$ cat src/rtl/mii_net_fcs_engine.sv
// Streaming 802.3 CRC-32 FCS engine, 4- or 8-bit beats: TX appends FCS, RX checks residue.
// One registered output stage. Optional RX FCS-error counter: `define MII_NET_FCS_ERRCNT_EN.
module mii_net_fcs_engine #(
  parameter int DATA_W  = 8,
  parameter bit MODE_TX = 1'b1
) (
  input  logic              i_clk,
  input  logic              i_reset,
  input  logic [DATA_W-1:0] i_d,
  input  logic              i_valid,
  input  logic              i_last,
  output logic              o_ready,
  output logic [DATA_W-1:0] o_d,
  output logic              o_valid,
  output logic              o_last,
  input  logic              i_ready,
  output logic              o_stat_valid,
  output logic              o_fcs_ok,
  output logic              o_runt,
  output logic [15:0]       o_err_cnt
);
  localparam int          NB      = 32 / DATA_W;
  localparam logic [3:0]  NB_L    = 4'(NB);
  localparam logic [3:0]  K_LAST  = 4'(NB - 1);
  localparam logic [31:0] POLY    = 32'hEDB88320;
  localparam logic [31:0] RESIDUE = 32'hDEBB20E3;

  if (DATA_W != 4 && DATA_W != 8) begin : g_bad_width
    $error("mii_net_fcs_engine: DATA_W must be 4 or 8");
  end

  typedef enum logic {S_DATA = 1'b0, S_FCS = 1'b1} state_t;

  state_t      state, state_nxt;
  logic [31:0] crc, crc_next, fcs;
  logic [3:0]  k, count;
  logic        load, acc;

  assign load = ~o_valid | i_ready;
  assign acc  = i_valid & o_ready;

  // LSB-first reflected CRC over the current input beat
  always_comb begin
    crc_next = crc;
    for (int i = 0; i < DATA_W; i++) begin
      crc_next = (crc_next >> 1) ^ ({32{crc_next[0] ^ i_d[i]}} & POLY);
    end
  end

  always_ff @(posedge i_clk or posedge i_reset) begin
    if (i_reset) state <= S_DATA;
    else         state <= state_nxt;
  end

  always_comb begin
    state_nxt = state;
    case (state)
      S_DATA:  if (MODE_TX && acc && i_last) state_nxt = S_FCS;
      S_FCS:   if (load && k == K_LAST) state_nxt = S_DATA;
      default: state_nxt = S_DATA;
    endcase
  end

  always_comb begin
    o_ready = (state == S_DATA) & load;
  end

  always_ff @(posedge i_clk or posedge i_reset) begin
    if (i_reset) begin
      o_d          <= '0;
      o_valid      <= 1'b0;
      o_last       <= 1'b0;
      crc          <= 32'hFFFFFFFF;
      fcs          <= '0;
      k            <= '0;
      count        <= '0;
      o_stat_valid <= 1'b0;
      o_fcs_ok     <= 1'b0;
      o_runt       <= 1'b0;
    end else begin
      o_stat_valid <= 1'b0;
      if (state == S_FCS) begin
        if (load) begin
          o_d     <= fcs[DATA_W-1:0];
          o_valid <= 1'b1;
          o_last  <= (k == K_LAST);
          fcs     <= fcs >> DATA_W;
          k       <= k + 4'd1;
        end
      end else if (acc) begin
        o_d     <= i_d;
        o_valid <= 1'b1;
        o_last  <= MODE_TX ? 1'b0 : i_last;
        // re-arm on the last beat so the next accepted beat starts a fresh frame
        crc     <= i_last ? 32'hFFFFFFFF : crc_next;
        if (i_last)                 count <= '0;
        else if (count != NB_L + 4'd1) count <= count + 4'd1;
        if (i_last) begin
          if (MODE_TX) begin
            fcs <= ~crc_next;
            k   <= '0;
          end else begin
            // count holds the beats before this one, so a runt has count < NB
            o_stat_valid <= 1'b1;
            o_fcs_ok     <= (crc_next == RESIDUE) && (count >= NB_L);
            o_runt       <= (count < NB_L);
          end
        end
      end else if (load) begin
        o_valid <= 1'b0;
      end
    end
  end

`ifdef MII_NET_FCS_ERRCNT_EN
  if (!MODE_TX) begin : g_err
    logic [15:0] err_cnt;
    always_ff @(posedge i_clk or posedge i_reset) begin
      if (i_reset) err_cnt <= '0;
      else if (o_stat_valid && !o_fcs_ok && err_cnt != 16'hFFFF) err_cnt <= err_cnt + 16'd1;
    end
    assign o_err_cnt = err_cnt;
  end else begin : g_no_err
    assign o_err_cnt = 16'h0000;
  end
`else
  assign o_err_cnt = 16'h0000;
`endif

endmodule

$ cat config.mk
export PLATFORM = sky130hd
export DESIGN_NAME = mii_net_fcs_engine
export DESIGN_NICKNAME = d
export VERILOG_FILES = /design/src/rtl/mii_net_fcs_engine.sv
export SDC_FILE = /design/constraint.sdc
export NUM_CORES = 1
export LEC_CHECK = 0
export CAP_MARGIN = 20
export CORE_MARGIN = 3
export CORE_UTILIZATION = 53
export DETAILED_ROUTE_END_ITERATION = 8
export GPL_ROUTABILITY_DRIVEN = 0
export GPL_TIMING_DRIVEN = 0
export HOLD_SLACK_MARGIN = 0.12
export PLACE_DENSITY_LB_ADDON = 0.1
export SYNTH_ARGS = -nofsm -noshare
export SYNTH_HDL_FRONTEND = slang
export SYNTH_SLANG_ARGS = --single-unit
$ cat constraint.sdc
create_clock -name i_clk -period 3.7 [get_ports i_clk]
set_clock_uncertainty 0.2 [all_clocks]
set_input_delay 0.74 -clock i_clk [delete_from_list [all_inputs] [get_ports i_clk]]
set_output_delay 0.74 -clock i_clk [all_outputs]
set_load 0.01 [all_outputs]
# ---- Word-level counts from Yosys, hierarchy flattened
# Cells that the tools add are included.
dict set report word_totals {
  register_bits 79
  input_bits 13
  wordCells 63
}
dict set report classes {
  n_addsub 1
  n_eq_ne 2
  n_mux 22
  bitwise 22
  reduce_logical 9
}
# op n
set ops {}
lappend ops {{XOR 31 x 32 -> 32 bit} 8}
lappend ops {{2-to-1 mux 32 bit} 5}
lappend ops {{inverter 32 bit} 1}
lappend ops {{2-to-1 mux 8 bit} 3}
lappend ops {{2-to-1 mux 4 bit} 4}
lappend ops {{2-to-1 mux 1 bit} 9}
lappend ops {{XOR 1 bit} 8}
lappend ops {{AND reduction 2 bit} 3}
lappend ops {{nonzero test 2 bit} 3}
lappend ops {{adder 4 x 1 -> 4 bit (second input constant)} 1}
lappend ops {{equality test 4 x 2 -> 1 bit (second input constant)} 1}
lappend ops {{AND reduction 3 bit} 1}
lappend ops {{AND 1 bit} 2}
lappend ops {{logical AND 1 bit} 2}
lappend ops {{inequality test 2 x 1 -> 1 bit (second input constant)} 1}
lappend ops {{inverter 1 bit} 2}
lappend ops {{case mux 1 bit (2 select lines)} 1}
lappend ops {{bitwise OR 1 bit} 1}

# ---- Depth between registers and ports, before layout
# Gate-level depths: netlist (run 1).
dict set report logic_depth {
  depth_word 20
  depth_mapped 7
  mapped_depth_nobuf 5
}

# ---- Least setup slack after synthesis (run 1)
# Ideal clock, no wire load.
dict set report synth_timing {
  path_kind {input to register}
  startpoint {input port i_d[5]}
  endpoint {register fcs[22]}
  t_arrival_ns 2.109
  t_required_ns 3.368
  slack_ns 1.259
  stages 5
  n_path_buf 0
  cell_sequence {xnor2_2 xnor3_2 xnor3_1 mux2i_1 o21ai_1}
}
dict set report synth_between {
  elab_chain_len 8
}
# element line_no
set synth_rtl {}
lappend synth_rtl {{from (decl)} 9} ;# input logic [DATA_W-1:0] i_d,
lappend synth_rtl {{XOR 1 bit} 46} ;# crc_next = (crc_next >> 1) ^ ({32{crc_next[0] ^ i_d[i]}} & POLY);
lappend synth_rtl {{XOR 31 x 32 -> 32 bit (3 in a row)} 46}
lappend synth_rtl {{inverter 32 bit} 100} ;# fcs <= ~crc_next;
lappend synth_rtl {{2-to-1 mux 32 bit} 98} ;# if (i_last) begin
lappend synth_rtl {{2-to-1 mux 32 bit} 90} ;# end else if (acc) begin
lappend synth_rtl {{2-to-1 mux 32 bit} 82} ;# if (state == S_FCS) begin
lappend synth_rtl {{to (signal assigned)} 87} ;# fcs <= fcs >> DATA_W;
lappend synth_rtl {{to (signal assigned)} 100}
lappend synth_rtl {{to (decl)} 35} ;# logic [31:0] crc, crc_next, fcs;
# Every way passes these cells. The select of a mux whose other input is x is not followed.
# A chain may end at the register's enable or synchronous reset.

# ---- Worst setup path after layout (run 1)
dict set report layout_timing {
  startpoint {register state}
  endpoint {output port o_ready}
}
dict set report layout_between {
  elab_chain_len 2
}
# element line_no
set layout_rtl {}
lappend layout_rtl {{from (decl)} 34} ;# state_t state, state_nxt;
lappend layout_rtl {{from (signal assigned)} 52} ;# else state <= state_nxt;
lappend layout_rtl {{inverter 1 bit (no line)} n/a}
lappend layout_rtl {{AND 1 bit} 65} ;# o_ready = (state == S_DATA) & load;
lappend layout_rtl {{to (decl)} 12} ;# output logic o_ready,
# Every way passes these cells.

==> flow_summary.json, run 1 <==
{
  "status": "finished clean",
  "io_pins": 43,
  "cap_violations": 0,
  "layout_common_cells": "dfrtp_1, nor2_1, a21oi_1",
  "final_nets": 453,
  "die_h_um": 95.6,
  "slew_violations": 0,
  "cts_hold_buf": 0,
  "drt_first_iter_violations": 152,
  "antenna_cells": 0,
  "seqPwrFrac_pct": 30.4,
  "grt_pass1_vias": 2837,
  "slowest_stage": "buf_1",
  "avgSynthCellArea_um2": 11.0,
  "clockBufferDepth": 2,
  "max_freq_ghz": 0.303,
  "rsz0062_at_grt": "no",
  "swShare_pct": 40.1,
  "dr.pass1.iters": 4,
  "wl_per_cell_um": 17.1,
  "rows": 32,
  "critPathArrivalTime_ns": 2.36,
  "cts_setup_buffers": 0,
  "min_from": "fcs[1]",
  "slew_headroom_pct": 41.9,
  "total_power_mw": 4.99,
  "clkLatencyLatePin_ns": 0.36,
  "period_needed_ns": 3.30,
  "via_count": 2879,
  "power.internal_mw": 2.99,
  "path_cells": "clkbuf_1, buf_1, nor2_1, clkdlybuf4s50_1",
  "max_stage_delay_ns": 0.63,
  "core_area_um2": 7770,
  "synthToLayoutAreaGrowth_pct": 14.8,
  "die_w_um": 95.6,
  "cts.sinks": 79,
  "p_leak_nw": 2.17,
  "clk_pin_slew_ns": 0.08,
  "antenna_found_initial": 0,
  "via_per_inst": 5.27,
  "grt_overflow": 0,
  "ys_seq_area_share_pct": 47.4,
  "fin_crit_sh_pct": 89.3,
  "ir_drop_mv": 0.783,
  "grt_start_max_net_pins": 55,
  "crit_family": "buffers and inverters",
  "cts.htree.levels": 3,
  "ff2ff_setup_slack_ns": 1.15,
  "ant_nets": 0,
  "fin_cells": 546,
  "cts_made_buffers": 9,
  "cts_tree": "done",
  "synth_seq_cells": 79,
  "critPathMaxFanout": 10,
  "hold_slack_ns": 0.286,
  "cts_root_buf": "clkbuf_8",
  "drc": 0,
  "grt_pass1_wl_um": 14900,
  "syn_inst": 386,
  "setup_viol": 0,
  "layout-drive-gt1-share_pct": 18.7,
  "wl_um": 9350,
  "cp-end-kind": "primary output",
  "p_switching_mw": 2.00,
  "cp.buffers_inverters": 3,
  "power_density_nw_per_um2": 1020,
  "synth_cell_types": 37,
  "dp.cells": 530,
  "start_util_pct": 54.8,
  "yosysWarnings": 0,
  "dp_hpwl_um": 6750,
  "grt_use_total_pct": 22.3,
  "final_common_cell": "dfrtp_1",
  "cp.required_ns": 2.76,
  "ctsResizeCount": 0,
  "crit_path_start": "state",
  "netlist_area_um2": 4260,
  "worstHoldPathType": "register to register",
  "hold_viol": 0,
  "critPathLaunchType": "register",
  "combPwrFrac_pct": 58.0,
  "worst_pin_slew_ns": 0.871,
  "placement.io_buffers": 23,
  "p_clk_share_pct": 11.7,
  "timing.rr.start": "crc[0]",
  "worst-setup-path-type": "register to primary output",
  "design.die.area_um2": 9150
}
## worst paths after layout
path,to,cells after the start
max,o_ready,4
min,fcs[1],2
max reg2reg,fcs[22],5
min reg2reg,fcs[1],2
max in group asynchronous,crc[29],3
min in group asynchronous,o_d[7],2
## state kept, by name, indices dropped and copies added (netlist names)
name / flops
o_d: 8
o_last: 1
state: 1
fcs: 32
crc: 32
k: 4
o_valid: 1
## routing by layer
layer  vias to the layer above  share of wire (%)  routed length (um)  global-route usage [%]
met3                        11                5.4                 505                    3.24
met5                         -                  0                   0                       0
met2                        82                 47                4400                    35.0
li1                       1372                  -                   -                       -
met1                      1414                 46                4300                    31.3
met4                         0                1.5                 141                    8.77
## layout make-up
class                      instances  area [um^2]
fill                             649         2880
multi-input combinational        282         2080
sequential                        79         2020
timing repair buffer              24          258
buffer                            39          218
clock buffer                      12          155
tap                              102          128
clock inverter                     4         20.0
inverter                           4         17.5
## synth_stat cells
cell type | n | area, um^2
and2_1 | 2 | 12.5
ha_1 | 1 | 12.5
a31oi_1 | 6 | 37.5
xnor2_1 | 30 | 263
dfstp_2 | 32 | 841
nor2_1 | 45 | 169
nor2b_1 | 1 | 6.26
a21oi_1 | 35 | 175
xnor3_1 | 10 | 225
xnor2_2 | 10 | 163
buf_4 | 19 | 143
buf_1 | 5 | 18.8
inv_1 | 3 | 11.3
nand3b_1 | 2 | 15.0
nand2b_1 | 1 | 6.26
mux2_2 | 1 | 11.3
conb_1 | 1 | 3.75
and3_1 | 2 | 12.5
a22o_1 | 8 | 70.1
xnor3_2 | 1 | 23.8
xnor2_4 | 2 | 55.1
a21boi_0 | 1 | 7.51
or4_1 | 1 | 7.51
xor2_1 | 10 | 87.6
o22a_1 | 2 | 17.5
a32o_1 | 1 | 10.0
o21ai_1 | 12 | 60.1
clkinv_1 | 1 | 3.75
o21ai_0 | 15 | 75.1
nand3_1 | 2 | 10.0
xor3_1 | 2 | 47.6
or3_1 | 2 | 12.5
nand2_1 | 28 | 105
xor2_2 | 1 | 16.3
clkbuf_1 | 15 | 56.3
dfrtp_1 | 47 | 1180
mux2i_1 | 29 | 290
## power by group through the flow
stage	sequential, mW	combinational [mW]	clock (mW)
after global routing	1.55	3.14	0.629
after floorplan	1.51	2.22	0
after global placement	1.52	2.84	0
final	1.52	2.89	0.583
after detailed placement	1.53	2.88	0
after CTS	1.52	2.90	0.595
## logic make-up after synthesis
family	count (synthesis)	synth area share, %
buffers and inverters	43	5.47
muxes	30	7.08
AOI/OAI and AO/OA	80	10.6
and+or+nand+nor	86	8.37
DFF	79	47.4
xor gates and xnor gates	66	20.7
adders and majority gates	1	0.294
other	1	0.0881
## tightest hold or removal path: cells and delay by family, from the launching register on
kind | cells | cell delay [ns]
and+or+nand+nor | 1 | 0.05
DFF | 1 | 0.35
AOI/OAI and AO/OA | 1 | 0.06
## per-stage QoR
| step | setup WS, ns | instance area (um^2) | utilization (%) | TNS, ns |
|---|---|---|---|---|
| 3_3_place_gp | -0.591 | 4680 | 60.3 | -27.61 |
| 2_1_floorplan | 0.790 | 4330 | - | 0 |
| 5_1_grt | 0.258 | 4890 | 62.9 | 0 |
| 3_5_place_dp | 0.401 | 4710 | 60.7 | 0 |
| 6_report | 0.398 | 4890 | 62.9 | 0 |
| 4_1_cts | 0.394 | 4890 | 62.9 | 0 |
Note: power is estimated with default switching activity, not from simulation.
==> inputs of run 2 (changes only) <==
--- a/config.mk
+++ b/config.mk
@@ -9,7 +9,6 @@
 export CORE_MARGIN = 3
 export CORE_UTILIZATION = 53
 export DETAILED_ROUTE_END_ITERATION = 8
-export GPL_ROUTABILITY_DRIVEN = 0
 export GPL_TIMING_DRIVEN = 0
 export HOLD_SLACK_MARGIN = 0.12
 export PLACE_DENSITY_LB_ADDON = 0.1
==> results of run 2 <==
Final layout, timing and power as in run 1 (identical DEF).
==> inputs of run 3 (changes only) <==
--- a/config.mk
+++ b/config.mk
@@ -9,7 +9,6 @@
 export CORE_MARGIN = 3
 export CORE_UTILIZATION = 53
 export DETAILED_ROUTE_END_ITERATION = 8
-export GPL_TIMING_DRIVEN = 0
 export HOLD_SLACK_MARGIN = 0.12
 export PLACE_DENSITY_LB_ADDON = 0.1
 export SYNTH_ARGS = -nofsm -noshare
==> run 3 against run 2 <==
Flip-flop and latch count stayed put. Sequential share of layout area is 0.98 points higher. Critical path depth stayed put. Critical path type is now primary input to primary output.
==> flow_summary.json, run 3 (synthesis results as in run 1) <==
{
  "dp_hpwl_um": 5810,
  "final_nets": 423,
  "core_area_um2": 7770,
  "cts.sinks": 79,
  "hold_viol": 0,
  "p_leak_nw": 2.10,
  "wl_per_cell_um": 16.6,
  "worst_slack_ns": 0.858,
  "cts_tree": "done",
  "worst_pin_slew_ns": 0.814,
  "wl_um": 8570,
  "placed_cell_area_um2": 4570,
  "placement.io_buffers": 23,
  "total_power_mw": 5.03,
  "final_common_cell": "dfrtp_1",
  "cp-end-kind": "primary output",
  "layout_common_cells": "dfrtp_1, nor2_1, a21oi_1",
  "synthToLayoutAreaGrowth_pct": 12.1,
  "whs_path_depth": 2,
  "io_pins": 43,
  "tns_ns": 0,
  "start_util_pct": 54.8,
  "cap_violations": 0,
  "final_core_util_pct": 61.5,
  "cts_root_buf": "clkbuf_8",
  "cts.htree.levels": 3,
  "worstHoldPathType": "register to register",
  "clkLatencyLatePin_ns": 0.36,
  "finalInstanceArea_um2": 4770,
  "timing.rr.start": "crc[0]",
  "die_h_um": 95.6,
  "rows": 32,
  "period_needed_ns": 2.84,
  "dr.pass1.iters": 4,
  "reg2reg_to": "fcs[22]",
  "cts_hold_buf": 0,
  "ff2ff_setup_slack_ns": 1.31,
  "ctsResizeCount": 0,
  "fin_crit_sh_pct": 76.8,
  "grt_pass1_wl_um": 13900,
  "drt-met1-wl_um": 4200,
  "cts_made_buffers": 9,
  "power_density_nw_per_um2": 1050,
  "min_from": "fcs[2]",
  "cp.required_ns": 2.76,
  "fin_cells": 516,
  "ant_nets": 0,
  "cts_setup_buffers": 0,
  "globalplace.congestion": 0.769,
  "worst-setup-path-type": "primary input to primary output",
  "dp.cells": 500,
  "grt_pass1_vias": 2653,
  "drc": 0,
  "multi_input_area_um2": 2090,
  "hold_slack_ns": 0.279,
  "seq_area_um2": 2020,
  "r2r_cells": 5,
  "fillers": 653,
  "antenna_cells": 0,
  "status": "finished clean",
  "grt_start_max_net_pins": 47,
  "critPathMaxFanout": 4,
  "via_per_inst": 5.16,
  "slew_violations": 0,
  "layout-drive-gt1-share_pct": 17.9,
  "wl_met3_um": 424,
  "grt_overflow": 0,
  "clk_pin_slew_ns": 0.08,
  "pre_cts_slack_ns": 0.532,
  "slew_headroom_pct": 45.7,
  "hold_end": "fcs[2]",
  "rsz0062_at_grt": "no",
  "top_layer": "met4",
  "clockBufferDepth": 2,
  "via_count": 2661,
  "max_freq_ghz": 0.352,
  "top_regs": "crc x32, fcs x32, o_d x8",
  "grt_use_total_pct": 20.6,
  "drt_first_iter_violations": 111,
  "antenna_found_initial": 0,
  "design.die.area_um2": 9150,
  "critPathLaunchType": "primary input",
  "ir_drop_mv": 0.507,
  "setup_viol": 0,
  "die_w_um": 95.6,
  "wl_met2_um": 3850,
  "critPathArrivalTime_ns": 1.90
}
run 3: cell types whose count changed in the layout (fill, tap and decap cells not counted), sizes merged:
cell    previous run  this run
buf               25        10
clkbuf            27        13
bufinv             0         1
clkinv             5         4
inv                3         2
run 3: final cells by class:
class                   count  share of cell area, %
multi-input cells         282                   43.7
clock inverters             3                  0.839
clock buffers              13                   3.54
well taps                 102                   2.67
flip-flops and latches     79                   42.2
repair buffers             33                   6.66
inverters                   4                  0.341
run 3: power by group:
part           internal [mW]  switching [mW]  leakage (nW)
clock network          0.365           0.311         0.109
registers               1.30           0.223         0.937
logic                   1.41            1.42          1.06
total                   3.08            1.95          2.10
run 3: worst max-delay path by stage:
stage / from / end / cells past startpoint
2_1_floorplan: i_reset / fcs[0] / 1
3_3_place_gp: i_d[3] / crc[19] / 6
3_5_place_dp: i_d[3] / crc[19] / 6
4_1_cts: i_ready / o_ready / 4
5_1_grt: i_ready / o_ready / 4
6_report: i_ready / o_ready / 4
run 3: metal layers:
layer  GRT usage [%]  up-vias
met5               0        -
met4            6.52        0
met3            5.45        5
met2            30.6       67
met1            29.5     1281
li1                -     1308
run 3: worst max-delay path: stages:
cell	delay, ns
clkdlybuf4s50_1	0.41
nor2b_1	0.22
nor2_1	0.06
clkdlybuf4s50_1	0.48
